**config.mk**
```make
export PLATFORM = sky130hd
export DESIGN_NAME = tl_d_resp_queue
export DESIGN_NICKNAME = d
export VERILOG_FILES = /design/src/rtl/tl_pkg.sv /design/src/rtl/tl_d_resp_queue_mem.sv /design/src/rtl/tl_d_resp_queue.sv
export SDC_FILE = /design/constraint.sdc
export NUM_CORES = 1
export LEC_CHECK = 0
export BUFFER_PORTS_ARGS = -buffer_cell sky130_fd_sc_hd__buf_2
export CORE_MARGIN = 3
export CORE_UTILIZATION = 25
export DETAILED_ROUTE_END_ITERATION = 7
export GPL_ROUTABILITY_DRIVEN = 0
export SLEW_MARGIN = 20
export SYNTH_ARGS = -nofsm -noshare
export SYNTH_HDL_FRONTEND = slang
export SYNTH_SLANG_ARGS = --single-unit
```
**constraint.sdc**
```tcl
create_clock -name clock -period 5.85 [get_ports clock]
set_input_delay 0.2925 -clock clock [delete_from_list [all_inputs] [get_ports clock]]
set_output_delay 0.2925 -clock clock [all_outputs]
set_load 0.02 [all_outputs]
```
**src/rtl/tl_pkg.sv**
```systemverilog
// Shared TileLink-UL D-channel types: opcode encoding, field widths and the
// D beat struct used by response buffering logic.
package tl_pkg;

   localparam int TL_SOURCE_W = 5;
   localparam int TL_SIZE_W   = 4;
   localparam int TL_PARAM_W  = 2;
   localparam int TL_DATA_W   = 32;

   typedef enum logic [2:0] {
      AccessAck     = 3'd0,
      AccessAckData = 3'd1,
      HintAck       = 3'd2,
      Grant         = 3'd4,
      GrantData     = 3'd5,
      ReleaseAck    = 3'd6
   } tl_d_opcode_e;

   typedef struct packed {
      tl_d_opcode_e            opcode;
      logic [TL_PARAM_W-1:0]   param;
      logic [TL_SIZE_W-1:0]    size;
      logic [TL_SOURCE_W-1:0]  source;
      logic                    denied;
      logic                    corrupt;
      logic [TL_DATA_W-1:0]    data;
   } tl_d_beat_t;

   // A single-entry buffer still needs a 1-bit pointer to keep ports legal.
   function automatic int tl_ptr_w(input int depth);
      return (depth > 1) ? $clog2(depth) : 1;
   endfunction

endpackage

```
**src/rtl/tl_d_resp_queue_mem.sv**
```systemverilog
// DEPTH-entry register array for D beats: one synchronous write port and one
// asynchronous read port. Contents clear to zero on reset.
module tl_d_resp_queue_mem
   import tl_pkg::*;
#(
   parameter int  DEPTH   = 2,
   parameter type entry_t = tl_d_beat_t,
   parameter int  PTR_W   = tl_ptr_w(DEPTH)
) (
   input  logic             clock,
   input  logic             reset,
   input  logic             we,
   input  logic [PTR_W-1:0] waddr,
   input  entry_t           wdata,
   input  logic [PTR_W-1:0] raddr,
   output entry_t           rdata
);

   entry_t mem [DEPTH];

   always_ff @(posedge clock) begin
      if (reset) begin
         for (int i = 0; i < DEPTH; i++) mem[i] <= '0;
      end else if (we) begin
         for (int i = 0; i < DEPTH; i++)
            if (waddr == PTR_W'(i)) mem[i] <= wdata;
      end
   end

   // Explicit decode keeps the read legal for any DEPTH, power of two or not.
   always_comb begin
      rdata = mem[0];
      for (int i = 1; i < DEPTH; i++)
         if (raddr == PTR_W'(i)) rdata = mem[i];
   end

endmodule

```
**src/rtl/tl_d_resp_queue.sv**
```systemverilog
// TileLink-UL D-channel response FIFO feeding the bundleIn_0_d_q monitor group.
// Optional same-cycle flow-through when empty: define TL_D_RESP_QUEUE_FLOW_EN.
module tl_d_resp_queue
   import tl_pkg::*;
#(
   parameter int DEPTH  = 2,
   parameter int DATA_W = 32
) (
   input  logic                       clock,
   input  logic                       reset,
   input  logic                       io_enq_valid,
   output logic                       io_enq_ready,
   input  logic [2:0]                 io_enq_opcode,
   input  logic [TL_PARAM_W-1:0]      io_enq_param,
   input  logic [TL_SIZE_W-1:0]       io_enq_size,
   input  logic [TL_SOURCE_W-1:0]     io_enq_source,
   input  logic                       io_enq_denied,
   input  logic                       io_enq_corrupt,
   input  logic [DATA_W-1:0]          io_enq_data,
   output logic                       io_deq_valid,
   input  logic                       io_deq_ready,
   output logic [2:0]                 io_deq_opcode,
   output logic [TL_PARAM_W-1:0]      io_deq_param,
   output logic [TL_SIZE_W-1:0]       io_deq_size,
   output logic [TL_SOURCE_W-1:0]     io_deq_source,
   output logic                       io_deq_denied,
   output logic                       io_deq_corrupt,
   output logic [DATA_W-1:0]          io_deq_data,
   output logic [$clog2(DEPTH+1)-1:0] io_count
);

   localparam int PTR_W = tl_ptr_w(DEPTH);
   localparam int CNT_W = $clog2(DEPTH+1);

   // Same field order as tl_d_beat_t, with the data width following DATA_W.
   typedef struct packed {
      tl_d_opcode_e            opcode;
      logic [TL_PARAM_W-1:0]   param;
      logic [TL_SIZE_W-1:0]    size;
      logic [TL_SOURCE_W-1:0]  source;
      logic                    denied;
      logic                    corrupt;
      logic [DATA_W-1:0]       data;
   } beat_t;

   logic [PTR_W-1:0] wptr, rptr;
   logic [CNT_W-1:0] count;
   logic             empty, full;
   logic             enq_fire, deq_fire, bypass, wr_en, rd_adv;
   beat_t            enq_beat, rd_beat, deq_beat;

   function automatic logic [PTR_W-1:0] ptr_inc(input logic [PTR_W-1:0] p);
      return (p == PTR_W'(DEPTH-1)) ? '0 : p + PTR_W'(1);
   endfunction

   assign enq_beat = {io_enq_opcode, io_enq_param, io_enq_size, io_enq_source,
                      io_enq_denied, io_enq_corrupt, io_enq_data};

   assign empty = (count == '0);
   assign full  = (count == CNT_W'(DEPTH));

   // Ready comes from registered occupancy only; a full queue refuses even
   // when the head leaves this cycle.
   assign io_enq_ready = !reset && !full;

`ifdef TL_D_RESP_QUEUE_FLOW_EN
   assign io_deq_valid = !reset && (!empty || io_enq_valid);
   assign deq_beat     = empty ? enq_beat : rd_beat;
   assign bypass       = !reset && empty && io_enq_valid && io_deq_ready;
`else
   assign io_deq_valid = !reset && !empty;
   assign deq_beat     = rd_beat;
   assign bypass       = 1'b0;
`endif

   assign enq_fire = io_enq_valid && io_enq_ready;
   assign deq_fire = io_deq_valid && io_deq_ready;
   assign wr_en    = enq_fire && !bypass;
   assign rd_adv   = deq_fire && !bypass;

   always_ff @(posedge clock) begin
      if (reset) begin
         wptr  <= '0;
         rptr  <= '0;
         count <= '0;
      end else begin
         if (wr_en)  wptr <= ptr_inc(wptr);
         if (rd_adv) rptr <= ptr_inc(rptr);
         if (wr_en && !rd_adv)      count <= count + CNT_W'(1);
         else if (!wr_en && rd_adv) count <= count - CNT_W'(1);
      end
   end

   tl_d_resp_queue_mem #(
      .DEPTH   (DEPTH),
      .entry_t (beat_t),
      .PTR_W   (PTR_W)
   ) u_mem (
      .clock (clock),
      .reset (reset),
      .we    (wr_en),
      .waddr (wptr),
      .wdata (enq_beat),
      .raddr (rptr),
      .rdata (rd_beat)
   );

   assign {io_deq_opcode, io_deq_param, io_deq_size, io_deq_source,
           io_deq_denied, io_deq_corrupt, io_deq_data} = deq_beat;
   assign io_count = count;

endmodule

```
==> impl_metrics.csv <==
group,metric,value,unit
routing,dr_total_vias,2206,
logic_synthesis,syn_inst,231,
routing,highest_layer,"met4",
power_and_ir_drop,max-vdd-ir-drop,0.000125,V
sta,skew,0.00310,ns
power_and_ir_drop,p_leak,2.06,nW
power_and_ir_drop,p_per_area,359,mW/mm2
clock_tree,holdBufCountCts,0,
cells_and_area,drive_above_1_share,0.500,
sta,fin_crit_sh,0.406,
grt,antenna_found_initial,0,
flow_run,maxCapViolations,0,
critical_path,max_stage_delay,0.70,ns
routing,routedWlPerCell,14.4,um
cells_and_area,nets,392,
clock_tree,htreeDepth,3,
die,dieArea,0.0176,mm2
status,status,"complete, no violations",
logic_synthesis,ys_seq_elements,100,
routing,drc,0,
critical_path,cp-end-kind,"primary output",
routing,met1Wirelength,3440,um
die,coreArea,0.0155,mm2
grt,grt_max_degree,49,
sta,fmax,421,MHz
logic_synthesis,seq_area_frac_synth,0.737,
cells_and_area,final_common_cell,"buf_2",
routing,dr_wl_met2,3910,um
cells_and_area,diodes,0,
clock_tree,clk-insertion-delay-late,0.34,ns
logic_synthesis,synth_area,0.00402,mm2
logic_synthesis,synth_cell_type_count,20,
die,io_pins,104,
clock_tree,cts_tree,"done",
sta,max_slew.worst_pin.slew,0.579,ns
logic_synthesis,ys_warn_count,0,
critical_path,critical_path.top_delay_family,"flip-flops",
critical_path,rr_worst_depth,4,
die,chipWidth,133,um
cells_and_area,nFillCells,1545,
routing,via_per_inst,3.97,
routing,ant_nets,0,
critical_path,r2r-start,"io_count[0]",
critical_path,startpoint_type,"flop",
grt,grt_usage,0.0939,
clock_tree,root_buffer,"clkbuf_16",
grt,grt_pass1_wl,12700,um
logic_synthesis,syn_nets,284,
min_path,holdCritStartpoint,"reset",
place,io_buffers,103,
cells_and_area,area_growth,25.6,%
routing,first_iter_violations,52,
min_path,worstHoldPathCells,2,
critical_path,critPathSlowestCell,"dfxtp_2",
min_path,hp-class,"input port to flop",
cells_and_area,mostFrequentLayoutCells,"103 x buf_2, 96 x edfxtp_1, 48 x mux2_2, 48 x and2_1, 9 x clkbuf_16",
sta,rsz0062_at_grt,"no",
cells_and_area,fin_cells,555,
sta,final-setup-viol-count,0,
grt,grt_pass1_vias,2398,
routing,firstDrtPassIters,4,
logic_synthesis,yosys.area.top_type,"edfxtp_1",
die,initial_core_util,0.259,
critical_path,worstSetupPathType,"flop to primary output",
logic_synthesis,synth_top_area_share,0.718,
grt,grt.overflow.total,0,
clock_tree,cts_setup_buffers,0,
die,num_rows,45,
place,placed_cells,538,
critical_path,crit_buf_inv,2,
sta,tns,0,ns
clock_tree,numCtsBuffers,9,
critical_path,crit_fanout,28,
sta,slew_headroom,0.614,
clock_tree,cts_max_path_buffers,2,
min_path,whs_endpoint,"io_count[1]",
sta,slew_violations,0,
die,die-height,133,um
critical_path,required,5.56,ns
routing,drt-total-wl,8000,um
critical_path,cp_cell_sequence,"buf_4, mux2_2, buf_2",
place,detailed_place_hpwl,5220,um
logic_synthesis,synthTopCellsByArea,"edfxtp_1 72%, mux2_2 13%, and2_1 7.5%",
clock_tree,cts_resized,0,
clock_tree,clock_sinks,100,
logic_synthesis,syn_avg_cell_area,17.4,um2
critical_path,r2r_end,"u_mem.mem[0][0]",
routing,wl_met3,447,um
critical_path,cp_data_arrival_time,2.08,ns
sta,min_period,2.38,ns
sta,hold_violations,0,
clock_tree,path_clk_slew,0.06,ns
critical_path,rrSetupSlack,3.64,ns
metal layers:
metal | up-vias | track usage
li1 | 1061 | -
met1 | 1070 | 0.110
met2 | 61 | 0.154
met3 | 14 | 0.0297
met4 | 0 | 0.0520
met5 | - | 0
how the worst max path moves through the flow:
stage                            from               end  slack [ns]  cells after the start
final                            rptr   io_deq_data[12]        3.47                      3
after global routing             rptr   io_deq_data[15]        3.32                      3
after detailed placement  io_count[0]  u_mem.mem[0][59]        3.35                      3
after global placement    io_count[0]  u_mem.mem[0][50]        3.52                      3
after floorplan           io_count[0]  u_mem.mem[0][48]        1.08                      2
after CTS                 io_count[0]  u_mem.mem[0][50]        3.33                      3
power by group:
part           total (mW)  leakage (nW)  switching, mW  internal [mW]
Sequential          0.912          1.05         0.0335          0.878
Clock               0.520         0.125          0.234          0.286
Combinational       0.381         0.882          0.224          0.157
state kept, by name, indices dropped and copies added (netlist names):
register and flops:
wptr 1, io_count 2, rptr 1, u_mem.mem 96
cell usage after synthesis:
cell type / instances
a21oi_1: 2
and2_1: 48
buf_2: 6
buf_4: 1
buf_6: 1
clkbuf_1: 1
clkbuf_2: 2
dfxtp_1: 4
edfxtp_1: 96
ha_1: 1
inv_1: 3
mux2_2: 48
nand2_1: 2
nor2_1: 5
nor2b_4: 1
nor3_4: 1
o21ai_0: 3
o31ai_1: 1
or3_1: 2
xor2_1: 3
layout make-up:
class	count	area [um2]	area share
clock inverters	3	13.8	0.00273
flip-flops and latches	100	2960	0.587
well taps	211	264	0.0523
clock buffers	13	240	0.0476
repair buffers	108	557	0.110
inverters	3	11.3	0.00223
multi-input cells	117	997	0.198
per-stage QoR:
stage          total power, mW  hold WS (ns)  utilization  area [um2]  setup WS, ns
5_1_grt                   1.91         0.248        0.326        5050          3.32
4_1_cts                   1.85         0.230        0.325        5040          3.33
3_5_place_dp              1.32         0.499        0.309        4780          3.35
3_3_place_gp              1.31         0.483        0.309        4780          3.52
2_1_floorplan             1.19         0.463            -        4020          1.08
6_report                  1.81         0.248        0.326        5050          3.47
logic make-up (layout without fill, tap and decap cells):
group                    count (synthesis)  in the layout  synth area share
multiplexers                            48             48             0.135
flip-flops                             100            100             0.737
AO/OA/AOI/OAI                            6              6           0.00810
AND/OR/NAND/NOR                         59             59            0.0919
XOR/XNOR                                 3              3           0.00654
adder cells (fa/ha/maj)                  1              1           0.00311
buffers and inverters                   14            127            0.0184
(Power assumes the default switching activity.)
